--- src/rtl/cpu_pkg.sv ---
// Shared fetch-path types and constants: FSM state encoding, queue entry
// layout, reset PC default and the sequential PC increment.
package cpu_pkg;

    localparam logic [31:0] RESET_PC_DEFAULT = 32'h0000_0000;
    localparam logic [31:0] PC_INC           = 32'd4;

    typedef enum logic [1:0] {
        FETCH = 2'd0,
        WAIT  = 2'd1,
        DROP  = 2'd2
    } fetch_state_e;

    typedef struct packed {
        logic [31:0] instr;
        logic [31:0] pc;
    } fetch_entry_t;

    // Force a byte address onto a word boundary
    function automatic logic [31:0] align_word(input logic [31:0] addr);
        return addr & 32'hFFFF_FFFC;
    endfunction

endpackage

--- src/rtl/fetch_fifo.sv ---
// Instruction queue storage: power-of-two circular buffer of {instr, pc}
// entries with a flush that empties it in one cycle.
module fetch_fifo
    import cpu_pkg::*;
#(
    parameter int unsigned DEPTH = 4
) (
    input  logic                         clk,
    input  logic                         rst,
    input  logic                         flush,
    input  logic                         push,
    input  fetch_entry_t                 din,
    input  logic                         pop,
    output fetch_entry_t                 dout,
    output logic                         full,
    output logic                         empty,
    output logic [$clog2(DEPTH+1)-1:0]   count
);

    localparam int unsigned AW = $clog2(DEPTH);
    localparam int unsigned CW = $clog2(DEPTH + 1);

    fetch_entry_t   mem_q [DEPTH];
    logic [AW-1:0]  wr_ptr_q;
    logic [AW-1:0]  rd_ptr_q;
    logic [CW-1:0]  count_q;
    logic           do_push;
    logic           do_pop;

    // Flush wins over any same-cycle push or pop
    assign do_push = push & ~full & ~flush;
    assign do_pop  = pop & ~empty & ~flush;

    assign full  = (count_q == CW'(DEPTH));
    assign empty = (count_q == '0);
    assign count = count_q;
    assign dout  = mem_q[rd_ptr_q];

    always_ff @(posedge clk) begin
        if (do_push) begin
            mem_q[wr_ptr_q] <= din;
        end
    end

    // Pointers wrap naturally because DEPTH is a power of two
    always_ff @(posedge clk) begin
        if (rst || flush) begin
            wr_ptr_q <= '0;
            rd_ptr_q <= '0;
            count_q  <= '0;
        end else begin
            if (do_push) begin
                wr_ptr_q <= wr_ptr_q + AW'(1);
            end
            if (do_pop) begin
                rd_ptr_q <= rd_ptr_q + AW'(1);
            end
            case ({do_push, do_pop})
                2'b10:   count_q <= count_q + CW'(1);
                2'b01:   count_q <= count_q - CW'(1);
                default: count_q <= count_q;
            endcase
        end
    end

endmodule

--- src/rtl/instr_fetch_queue.sv ---
// Instruction fetch front end: single-outstanding memory requester with
// redirect handling, feeding a small queue of {instr, pc} to decode.
module instr_fetch_queue
    import cpu_pkg::*;
#(
    parameter int unsigned DEPTH    = 4,
    parameter logic [31:0] RESET_PC = RESET_PC_DEFAULT
) (
    input  logic                         clk,
    input  logic                         rst,
    output logic                         imem_req,
    output logic [31:0]                  imem_addr,
    input  logic                         imem_ack,
    input  logic [31:0]                  imem_data,
    input  logic                         redirect,
    input  logic [31:0]                  redirect_pc,
    output logic                         out_valid,
    input  logic                         out_ready,
    output logic [31:0]                  out_instr,
    output logic [31:0]                  out_pc,
    output logic [31:0]                  out_pc4,
    output logic [$clog2(DEPTH+1)-1:0]   count
);

    localparam int unsigned CW = $clog2(DEPTH + 1);

    fetch_state_e   state_q;
    fetch_state_e   state_d;
    logic [31:0]    addr_q;
    logic [31:0]    addr_d;
    logic [31:0]    pend_q;
    logic [31:0]    pend_d;
    logic           req_q;
    logic           req_d;

    logic           acc;
    logic [31:0]    redir_al;
    logic           push;
    logic           pop;
    logic           flush;
    logic [CW-1:0]  count_d;
    logic           fifo_full;
    logic           fifo_empty;
    fetch_entry_t   push_entry;
    fetch_entry_t   head;

    assign acc      = req_q & imem_ack;
    assign redir_al = align_word(redirect_pc);

    // State register plus the registered request/address outputs
    always_ff @(posedge clk) begin
        if (rst) begin
            state_q <= FETCH;
            addr_q  <= RESET_PC;
            pend_q  <= RESET_PC;
            req_q   <= 1'b0;
        end else begin
            state_q <= state_d;
            addr_q  <= addr_d;
            pend_q  <= pend_d;
            req_q   <= req_d;
        end
    end

    // Next-state: any issued-but-unacked request must be drained through DROP
    always_comb begin
        state_d = state_q;
        unique case (state_q)
            FETCH: begin
                if (req_q && !imem_ack) begin
                    state_d = redirect ? DROP : WAIT;
                end
            end
            WAIT: begin
                if (imem_ack) begin
                    state_d = FETCH;
                end else if (redirect) begin
                    state_d = DROP;
                end
            end
            DROP: begin
                if (imem_ack) begin
                    state_d = FETCH;
                end
            end
            default: state_d = FETCH;
        endcase
    end

    // Datapath controls and next values of the registered outputs
    always_comb begin
        addr_d = addr_q;
        pend_d = pend_q;
        push   = 1'b0;
        flush  = redirect;
        pop    = out_valid & out_ready & ~redirect;

        if (redirect) begin
            pend_d = redir_al;
        end

        unique case (state_q)
            FETCH, WAIT: begin
                if (redirect) begin
                    if (state_d == FETCH) begin
                        addr_d = redir_al;
                    end
                end else if (acc) begin
                    push   = ~fifo_full;
                    addr_d = addr_q + PC_INC;
                end
            end
            DROP: begin
                if (acc) begin
                    addr_d = redirect ? redir_al : pend_q;
                end
            end
            default: addr_d = addr_q;
        endcase

        // Occupancy after this edge reserves the slot for the next request
        if (flush) begin
            count_d = '0;
        end else begin
            count_d = count + CW'(push) - CW'(pop);
        end
        req_d = (state_d != FETCH) || (count_d < CW'(DEPTH));
    end

    assign imem_req  = req_q;
    assign imem_addr = addr_q;

    assign push_entry.instr = imem_data;
    assign push_entry.pc    = addr_q;

    fetch_fifo #(
        .DEPTH (DEPTH)
    ) u_fifo (
        .clk   (clk),
        .rst   (rst),
        .flush (flush),
        .push  (push),
        .din   (push_entry),
        .pop   (pop),
        .dout  (head),
        .full  (fifo_full),
        .empty (fifo_empty),
        .count (count)
    );

    assign out_valid = ~fifo_empty;
    assign out_instr = head.instr;
    assign out_pc    = head.pc;
    assign out_pc4   = head.pc + PC_INC;

endmodule
--- config.mk ---
export PLATFORM = sky130hd
export DESIGN_NAME = instr_fetch_queue
export DESIGN_NICKNAME = d
export VERILOG_FILES = /design/src/rtl/cpu_pkg.sv /design/src/rtl/fetch_fifo.sv /design/src/rtl/instr_fetch_queue.sv
export SDC_FILE = /design/constraint.sdc
export NUM_CORES = 1
export LEC_CHECK = 0
export BUFFER_PORTS_ARGS = -buffer_cell sky130_fd_sc_hd__buf_4
export CAP_MARGIN = 0
export CELL_PAD_IN_SITES_DETAIL_PLACEMENT = 0
export CELL_PAD_IN_SITES_GLOBAL_PLACEMENT = 1
export CORE_ASPECT_RATIO = 0.7
export CORE_MARGIN = 2
export CORE_UTILIZATION = 44
export CTS_BUF_LIST = sky130_fd_sc_hd__clkbuf_4 sky130_fd_sc_hd__clkbuf_8
export CTS_CLUSTER_SIZE = 24
export DETAILED_ROUTE_END_ITERATION = 8
export PLACE_DENSITY = 0.85
export SETUP_SLACK_MARGIN = 0.02
export SYNTH_ARGS = -nofsm -noshare
export SYNTH_HDL_FRONTEND = slang
export SYNTH_SLANG_ARGS = --single-unit
--- constraint.sdc ---
create_clock -name clk -period 3.35 [get_ports clk]
set_input_delay 0 -clock clk [delete_from_list [all_inputs] [get_ports clk]]
set_output_delay 0 -clock clk [all_outputs]
set_load 0.1 [all_outputs]
# == Yosys cells after proc, flatten, opt, wreduce, memory -nomap -nowiden ==
# Memories as Yosys holds them, arrays and structs flattened. A register that Yosys moved wholly into a read port is not among the register bits.
# Index checks and enable logic that the tools add are counted.
# classes
muxes,21
n_reduce_logical,12
n_eq_ne,8
n_lt_le_gt_ge,1
n_addsub,8
bitwise,10
# ops
operator,n
$mux 32,5
$add 32x3->32 const B,2
$pmux 32 s2,1
$mux 2,7
$and 1x1->1,7
$ne 3x3->1 const B,2
$pmux 2 s3,1
$pmux 3 s2,1
$reduce_bool 2->1,3
$mux 1,5
$add 2x1->2 const B,2
$eq 2x1->1 const B,2
$eq 2x2->1 const B,2
$logic_not 2->1,2
$reduce_and 4->1,1
$add 3x1->3,1
$add 3x1->3 const B,1
$eq 3x3->1 const B,1
$logic_not 3->1,1
$lt 3x3->1 const B,1
$mux 3,1
$not 1->1,3
$sub 3x1->3,1
$sub 3x1->3 const B,1
other kinds (5),6
# totals
out_inout_bits,133
n_memories,1
ff_bits,74
elab_cells,68
ram_bits,256
input_bits,69
# memory_table
name,words,word_bits,rd,rd_clocked_by_memory_dff,wr,line,text
u_fifo.mem_q,4,64,1,1,1,fetch_fifo.sv:23,fetch_entry_t mem_q [DEPTH];

# == Longest topological paths before layout ==
# depth
ltp_word,10
depth_mapped,10

# == By module ==
# From an unflattened synthesis, not the netlist that was laid out.
# unflattened
hier_cells,888
hier_area_um2,13793.2
# modules_own_cells
module,cells_per_inst,instances,area_per_inst_um2
fetch_fifo,391,1,9764.4
instr_fetch_queue,497,1,4028.9

# == Worst setup path after synthesis ==
# OpenSTA, ideal clock, no wires.
# synth_path
path_type,flip-flop to output port
start,register (tool-made name)
end,output port out_pc4[23]
path_stages_with_launch,8
arrival_time_ns,4.088
setup_slack_ns,-0.738
cell_sequence,dfxtp_1 buf_6 mux4_1 and4_4 nand3_4 nor4_4 nand3_1 xnor2_1
# synth_rtl
element,line,text
end: declaration,instr_fetch_queue.sv:21,"output logic [31:0] out_pc4,"

==> impl_metrics.toml <==
[timing]
fmax_mhz = 319.9
slew_headroom = 0.2896
tightestPinTransition_ns = 1.066
slew_viol_final = 0
layout_setup_ws_ns = 0.2238
min_period_over_period = 0.9332
finalSetupViolations = 0
min_period_ns = 3.126
fin_skew_ns = 0.01461
rsz0062_at_grt = "false"
hold_viol = 0

[clocking]
cts-root-to-sink-buffers = 3
cts.sinks = 332
clkLatencyLatePin_ns = 0.58
cts_buffers = 50
htreeDepth = 2
cts_tree = "yes"
cts_root_buf = "clkbuf_8"
clk_pin_slew_worst_paths_ns = 0.06

[pwr]
p_leak_nw = 6.602
peakVddDrop_uv = 317.0
power.switching_w = 0.002395
power.total_w = 0.008917
p_int_w = 0.006521
pwr-share-comb = 0.127
power.density_nw_per_um2 = 491.3
p_clk_frac = 0.356
p_seq_frac = 0.517
swShare = 0.2686

[grt]
track_usage = 0.2039
grt_overflow_total = 0
antenna_found_initial = 1
grt_pass1_vias = 9023
grt_max_degree = 67
grt_first_pass_wirelength_um = 51450

[detailed_routing]
ant_nets = 0
postRouteWirelength_um = 33570
wl_per_cell_um = 19.89
drcViolationCount = 0
avgViaCountPerCell = 5.330
via_count = 8997
first_pass_iters = 5
drt_first_iter_violations = 684

[die]
die_area_um2 = 32660
die_h_um = 151.8
core-area_um2 = 30940
die_x_um = 215.1
rows = 54
initial_core_util = 0.4437
ios = 202

[yosys]
async_reset_ff_frac = 0
synth_edf_count = 256
syn-mean-instance-area_um2 = 15.39
yosysWarningCount = 0
syn-num-nets = 971
synth_area_um2 = 13730
yosysSeqAreaShare = 0.6707
synthFlopType = "edfxtp_1"
synth_seq_cells = 332
synthCells = 892
synth.distinct_cells = 67

[hold_path]
hp-class = "in -> reg"
hp-start = "out_ready"

[worst_setup_path]
crit_path_max_fanout = 10
r2r_start = "imem_addr[6]"
path_class = "reg -> out"
slowest_stage = "mux4_2"
crit_buf_inv = 2
crit_family = "simple AND/OR/NAND/NOR gates"
startpoint_type = "flip-flop"
path_cells = "buf_8, mux4_2, and3_1, nand3_1, nor3_4, nand4_1, xnor2_4, buf_4"
crit_arrival_ns = 3.13
critPathCaptureType = "output port"
worstPathRequired_ns = 3.35
slowest_delay_ns = 0.44

[layout]
drive_gt1_frac = 0.3244
fin_nets = 1307
synthToLayoutAreaGrowth_pct = 32.18
multi_input_area_um2 = 4514
register_area_um2 = 9216
nFillCells = 2466

[placement]
io_buffers = 199
dp_slack_ns = 0.5815
dp_hpwl_um = 21140
gp_congestion = 0.8067

[outcome]
outcome = "finished clean"

[flow_run]
drv_cap = 0
## worst paths after layout
path	end	slack (ns)	cells past startpoint
setup reg to reg	imem_addr[31]	0.87	6
setup / recovery	out_pc4[28]	0.22	8
hold reg to reg	pend_q[1]	0.44	2
hold / removal	u_fifo.rd_ptr_q[0]	0.11	4
## worst register-to-register path: cells and delay by family, from the launching register on
family	cells	cell delay, ns
AND/OR/NAND/NOR	5	1.67
AO/OA/AOI/OAI	1	0.16
flip-flops	1	0.58
## final cells by class
cell class,count,share of cell area
flip-flops and latches,332,0.5078
well taps,420,0.02896
clock buffers,70,0.04688
repair buffers,336,0.1581
diodes,1,0.0001379
inverters,17,0.003516
clock inverters,21,0.005860
multi-input cells,491,0.2487
## power by group through the flow
stage | logic (W) | clock network [W] | registers (W)
6_report | 0.00113 | 0.00317 | 0.00461
3_5_place_dp | 0.00102 | 0 | 0.00470
5_1_grt | 0.00119 | 0.00342 | 0.00462
2_1_floorplan | 0.000546 | 0 | 0.00487
4_1_cts | 0.00113 | 0.00325 | 0.00461
3_3_place_gp | 0.00101 | 0 | 0.00469
## flip-flops by register name (all words and copies together), names as in the netlist, named ones only
name	flops
imem_addr	32
u_fifo.wr_ptr_q	2
u_fifo.mem_q	256
u_fifo.count	3
u_fifo.rd_ptr_q	2
imem_req	1
state_q	2
pend_q	32
## cell usage in the layout (no fill, tap or decap), types with 3 or more instances in the layout
cell type	instances
edfxtp_1	256
buf_4	222
dlygate4sd3_1	106
nor2_1	75
dfxtp_1	74
mux4_2	59
clkbuf_8	52
a21oi_1	40
nand2_1	35
nand3_1	30
mux2i_1	29
o21ai_0	28
clkbuf_4	18
inv_1	17
xnor2_2	13
clkinv_1	12
a22oi_1	11
nor3_1	11
and3_1	10
nand4_1	10
xnor2_4	10
a31oi_1	10
ha_1	9
xnor2_1	8
a211oi_1	8
nand2b_1	7
a221o_1	7
clkinv_2	6
mux4_1	5
xor2_1	5
a22o_1	5
buf_12	5
and2_1	4
and4_1	4
and2_4	4
or4_1	4
or3_1	3
## layer usage
layer,vias up,GRT usage,wire length [um]
li1,4172,-,-
met1,4463,0.3038,15650
met2,315,0.3073,14930
met3,47,0.04371,2510
met4,0,0.04828,481
met5,-,0,0
## cell families (layout without fill, tap and decap cells)
| logic type | after synthesis | after routing | synth area share |
|---|---|---|---|
| adders and majority gates | 10 | 10 | 0.009659 |
| muxes | 93 | 93 | 0.1278 |
| xor gates and xnor gates | 38 | 38 | 0.02424 |
| and+or+nand+nor | 216 | 216 | 0.08074 |
| other | 0 | 1 | 0 |
| buffers and inverters | 69 | 444 | 0.02342 |
| AOI/OAI and AO/OA | 134 | 134 | 0.06351 |
| DFF | 332 | 332 | 0.6707 |
## what timing repair did
| item | 4_1_cts | 5_1_grt |
|---|---|---|
| gates resized for setup | 1 | 1 |
| hold buffers | 106 | 0 |
| endpoints found under the setup margin | 3 | 3 |
| pin swaps | 0 | 3 |
| setup buffers | 2 | 5 |
| cloned | 0 | 0 |
| endpoints found under the hold margin | 193 | 0 |
## cells in the mapped netlist (9+ instances only)
cell        n  area [um^2]
xnor2_1    31        271.5
a31oi_1    10        62.56
nor2_1     75        281.5
clkbuf_1   34        127.6
o21ai_0    28        140.1
a21oi_1    40        200.2
and3_1     10        62.56
mux4_2     58         1306
ha_1        9        112.6
inv_1      17        63.81
nand2_1    35        131.4
edfxtp_1  256         7687
nor3_1     11        55.05
nand3_1    30        150.1
buf_2      10        50.05
nand4_1    10        62.56
dfxtp_1    76         1521
a22oi_1    11        82.58
mux2i_1    29        290.3
## metrics by stage
step | instances | hold slack (ns) | cell area, um^2 | TNS [ns] | util
2_1_floorplan | 892 | 0.09074 | 14040 | -0.4914 | -
3_3_place_gp | 1483 | 0.2012 | 16060 | 0 | 0.5190
4_1_cts | 1682 | 0.04512 | 18100 | 0 | 0.5851
6_report | 1688 | 0.1052 | 18150 | 0 | 0.5865
3_5_place_dp | 1483 | 0.2041 | 16060 | 0 | 0.5190
5_1_grt | 1688 | 0.1071 | 18150 | 0 | 0.5865
No activity file was read; power rests on OpenSTA's default activity.
